### src/rtl/spi_arb_ctrl.sv
// Round-robin arbiter/sequencer sharing one 16-bit SPI master between two requesters.
// Launches one transaction at a time, returns the read word with a one-cycle ack, and enforces idle gap and timeout.
module spi_arb_ctrl #(
    parameter int unsigned GAP_CYC = 4,
    parameter int unsigned TIMEOUT = 1023
) (
    input  logic        clk,
    input  logic        rst,
    input  logic        req0,
    input  logic [15:0] cmd0,
    input  logic        req1,
    input  logic [15:0] cmd1,
    output logic        ack0,
    output logic        ack1,
    output logic [15:0] rdata,
    output logic        err,
    output logic        busy,
    output logic        mstr_wrt,
    output logic [15:0] mstr_cmd,
    input  logic        mstr_done,
    input  logic [15:0] mstr_rd_data,
    output logic [2:0]  dbg_state
);

    typedef enum logic [2:0] {
        IDLE      = 3'd0,
        LAUNCH    = 3'd1,
        WAIT_CLR  = 3'd2,
        WAIT_DONE = 3'd3,
        RESP      = 3'd4,
        GAP       = 3'd5
    } state_t;

    localparam logic [15:0] TO_LIMIT = 16'(TIMEOUT);
    localparam logic [7:0]  GAP_LOAD = 8'(GAP_CYC);

    state_t      state_q, state_d;
    logic        gnt_q, gnt_d;
    logic        last_grant_q, last_grant_d;
    logic [15:0] mstr_cmd_q, mstr_cmd_d;
    logic [15:0] rdata_q, rdata_d;
    logic        err_q, err_d;
    logic [15:0] to_cnt_q, to_cnt_d;
    logic [7:0]  gap_cnt_q, gap_cnt_d;
    logic        done_q;

    always_ff @(posedge clk) begin
        if (rst) begin
            state_q      <= IDLE;
            gnt_q        <= 1'b0;
            last_grant_q <= 1'b1;
            mstr_cmd_q   <= 16'h0000;
            rdata_q      <= 16'h0000;
            err_q        <= 1'b0;
            to_cnt_q     <= 16'h0000;
            gap_cnt_q    <= 8'h00;
            done_q       <= 1'b0;
        end else begin
            state_q      <= state_d;
            gnt_q        <= gnt_d;
            last_grant_q <= last_grant_d;
            mstr_cmd_q   <= mstr_cmd_d;
            rdata_q      <= rdata_d;
            err_q        <= err_d;
            to_cnt_q     <= to_cnt_d;
            gap_cnt_q    <= gap_cnt_d;
            // Done is flopped once on entry, so done-to-ack is two cycles.
            done_q       <= mstr_done;
        end
    end

    always_comb begin
        state_d      = state_q;
        gnt_d        = gnt_q;
        last_grant_d = last_grant_q;
        mstr_cmd_d   = mstr_cmd_q;
        rdata_d      = rdata_q;
        err_d        = err_q;
        to_cnt_d     = to_cnt_q;
        gap_cnt_d    = gap_cnt_q;
        case (state_q)
            IDLE: begin
                if (req0 || req1) begin
                    // Fairness pointer only moves when both ports contend.
                    if (req0 && req1) begin
                        gnt_d        = ~last_grant_q;
                        last_grant_d = ~last_grant_q;
                    end else begin
                        gnt_d = req1;
                    end
                    mstr_cmd_d = gnt_d ? cmd1 : cmd0;
                    state_d    = LAUNCH;
                end
            end
            LAUNCH: begin
                to_cnt_d = 16'h0000;
                state_d  = WAIT_CLR;
            end
            WAIT_CLR, WAIT_DONE: begin
                to_cnt_d = to_cnt_q + 16'd1;
                if (to_cnt_d == TO_LIMIT) begin
                    rdata_d = 16'h0000;
                    err_d   = 1'b1;
                    state_d = RESP;
                end else if (state_q == WAIT_CLR) begin
                    if (!done_q) state_d = WAIT_DONE;
                end else if (done_q) begin
                    rdata_d = mstr_rd_data;
                    err_d   = 1'b0;
                    state_d = RESP;
                end
            end
            RESP: begin
                gap_cnt_d = GAP_LOAD;
                state_d   = GAP;
            end
            GAP: begin
                gap_cnt_d = gap_cnt_q - 8'd1;
                if (gap_cnt_q <= 8'd1) state_d = IDLE;
            end
            default: state_d = IDLE;
        endcase
    end

    assign ack0      = (state_q == RESP) && !gnt_q;
    assign ack1      = (state_q == RESP) && gnt_q;
    assign mstr_wrt  = (state_q == LAUNCH);
    assign busy      = (state_q != IDLE);
    assign rdata     = rdata_q;
    assign err       = err_q;
    assign mstr_cmd  = mstr_cmd_q;
    assign dbg_state = state_q;

endmodule
### config.mk
export PLATFORM = sky130hd
export DESIGN_NAME = spi_arb_ctrl
export DESIGN_NICKNAME = d
export VERILOG_FILES = /design/src/rtl/spi_arb_ctrl.sv
export SDC_FILE = /design/constraint.sdc
export NUM_CORES = 1
export LEC_CHECK = 0
export CORE_ASPECT_RATIO = 0.6
export CORE_UTILIZATION = 43
export DETAILED_ROUTE_END_ITERATION = 12
export PLACE_DENSITY_LB_ADDON = 0.25
export SLEW_MARGIN = 10
export SYNTH_ARGS = -nofsm -noshare
export SYNTH_HDL_FRONTEND = slang
export SYNTH_SLANG_ARGS = --single-unit
### constraint.sdc
create_clock -name clk -period 2.2 [get_ports clk]
set_input_delay 0.66 -clock clk [delete_from_list [all_inputs] [get_ports clk]]
set_output_delay 0.66 -clock clk [all_outputs]
set_load 0.02 [all_outputs]
==> flow_summary.json <==
{
  "gp_congestion": 0.897,
  "syn_inst": 366,
  "cts_max_path_buffers": 2,
  "cp.arrival_ns": 1.50,
  "synth_seq_cells": 63,
  "cap_violations": 0,
  "route.antenna.remaining_nets": 0,
  "syn_area_um2": 3220,
  "wire_per_inst_um": 14.7,
  "cts_tree": "built",
  "cts.sinks": 63,
  "wl_um": 8540,
  "fillerInstances": 637,
  "fin_crit_sh_pct": 98.0,
  "yosysTopAreaCell": "dfxtp_1",
  "regArea_um2": 1270,
  "startpoint_type": "register",
  "crit_path_max_fanout": 10,
  "synth_edf_count": 0,
  "drt-pass1-iter-count": 5,
  "tns_ns": 0,
  "final_nets": 530,
  "grt-ovfl-total": 0,
  "clkTransAtPathRegs_ns": 0.05,
  "die_height_um": 69.1,
  "cts_buffers": 9,
  "fin_skew_ns": 0.00392,
  "r2r_slack_ns": 0.11,
  "ctsHtreeMaxLevel": 3,
  "rsz0062_at_grt": "false",
  "timing.fmax_mhz": 464,
  "grt_pass1_wl_um": 14100,
  "leakagePower_uw": 0.00182,
  "coreArea_um2": 7270,
  "grt_use_total_pct": 22.9,
  "die_w_um": 114,
  "synthFlopType": "dfxtp_1",
  "dieArea_um2": 7860,
  "grt_pass1_vias": 2873,
  "hold_viol": 0,
  "antenna_found_initial": 0,
  "whs_ns": 0.458,
  "drc": 0,
  "rows": 24,
  "ys_types": 62,
  "power_uw": 4170,
  "path_class": "reg -> out",
  "drive_above_1_share_pct": 14.6,
  "multi_input_area_um2": 1770,
  "synth_common_cells": "63 x dfxtp_1, 62 x nor2_1, 33 x mux2i_1, 25 x a21oi_1, 24 x nand2_1",
  "start_util_pct": 44.4,
  "endpoint_kind": "output pin",
  "portBuffers": 92,
  "synthArstFlopShare_pct": 0,
  "ys_warn_count": 0,
  "syn_to_final_growth_pct": 44.2,
  "status": "finished clean",
  "finalCriticalPeriod_ns": 2.16,
  "synth_top_cell_area_share_pct": 39.1,
  "p_per_area_nw_per_um2": 898,
  "dr.first_iter.drc_count": 150,
  "dpl.hpwl_um": 6150,
  "synth.most_common_cell": "dfxtp_1",
  "io_pins": 93,
  "worstHoldPathType": "reg -> reg",
  "setup_viol": 0,
  "worst_slew_pin_slew_ns": 0.687,
  "cp_data_required_time_ns": 1.54,
  "grt_max_degree": 33,
  "slew_violations": 0,
  "fin_area_um2": 4650,
  "viasPerCell": 5.25,
  "syn_nets": 423,
  "vias": 3054,
  "cts_root_buf": "clkbuf_16",
  "insertion_delay_ns": 0.33,
  "ir_drop_mv": 0.430,
  "placed_area_um2": 4310,
  "diodes": 0,
  "synth_area_per_cell_um2": 8.81,
  "synth_area_leaders": "dfxtp_1 39%, mux2i_1 10%, nor2_1 7.2%, a211oi_1 4.2%, a21oi_1 3.9%",
  "ys_seq_area_share_pct": 39.1,
  "slew_headroom_pct": 53.9
}
registers in the layout, indices dropped and copies added, names as in the netlist:
register and count:
gnt_q 1, to_cnt_q 16, last_grant_q 1, rdata 16, mstr_cmd 16, gap_cnt_q 8, done_q 1, dbg_state 3
err 1
where the power goes:
group          leakage, µW  internal [µW]  switching [µW]
logic              0.00117            657             815
clock network     0.000136            819             483
registers         0.000515           1300             101
cell usage in the layout (no fill, tap or decap), drive strengths merged, types with 2 or more instances in the layout:
master	count
a211oi	18
xnor2	3
dfxtp	63
o21ai	14
or3	4
a21oi	25
buf	29
xor2	2
or2	4
clkbuf	13
nor4	4
nand4	4
mux2i	33
clkdlybuf4s50	88
and4	3
clkinv	2
inv	6
nand3b	4
and2	2
nand3	14
ha	4
a311oi	6
nor3	9
nor2	62
o211ai	3
a31oi	3
a31o	2
o311ai	2
dlygate4sd2	3
nand2	24
worst max-delay path, cell delays in order, from the launching register on:
cell             delay [ns]
dfxtp_2                0.41
buf_4                  0.15
clkdlybuf4s50_1        0.60
stage by stage:
stage	cells	utilization (%)	setup WS, ns
after floorplan	366	-	0.0982
after global placement	565	59.3	0.0245
after detailed placement	565	59.3	-0.0458
after CTS	582	63.6	0.0342
after global routing	582	64.0	0.000565
final	582	64.0	0.0439
cell families (layout without fill, tap and decap cells):
kind of cell / Yosys count / in the layout / synth area share (%)
buffers and inverters: 31 / 143 / 7.38
AOI/OAI and AO/OA: 86 / 86 / 17.6
adders and majority gates: 4 / 4 / 1.55
DFF: 63 / 63 / 39.1
and+or+nand+nor: 143 / 143 / 22.4
muxes: 34 / 34 / 10.6
xor gates and xnor gates: 5 / 5 / 1.36
worst paths after layout:
| path | from | endpoint | cells past startpoint |
|---|---|---|---|
| hold reg to reg | err$_SDFFE_PP0P_ | err$_SDFFE_PP0P_ | 2 |
| setup reg to reg | to_cnt_q[5]$_SDFFE_PP0P_ | dbg_state[0]$_SDFFE_PP0P_ | 7 |
| setup / recovery | dbg_state[2]$_SDFFE_PP0P_ | dbg_state[2] | 2 |
| hold / removal | err$_SDFFE_PP0P_ | err$_SDFFE_PP0P_ | 2 |
timing repair:
action | CTS | global route
gates resized for setup | 7 | 10
buffers inserted | 1 | 0
setup endpoints to repair | 23 | 22
cloned | 0 | 0
hold buffers | 0 | 0
pin swaps | 1 | 0
area by class of cell:
class	instances	share of cell area, %
Clock inverter	3	0.377
Timing Repair Buffer	121	25.5
Sequential cell	63	27.3
Tap cell	104	2.80
Clock buffer	13	5.60
Multi-Input combinational cell	272	38.0
Inverter	6	0.485
routing by layer:
metal / global-route usage (%) / vias up / wire length (µm)
li1: - / 1543 / -
met1: 32.1 / 1404 / 4130
met4: 5.19 / 0 / 49
met2: 32.2 / 103 / 3590
met3: 9.94 / 4 / 771
met5: 0 / - / 0
No activity file was read; power rests on OpenSTA's default activity.
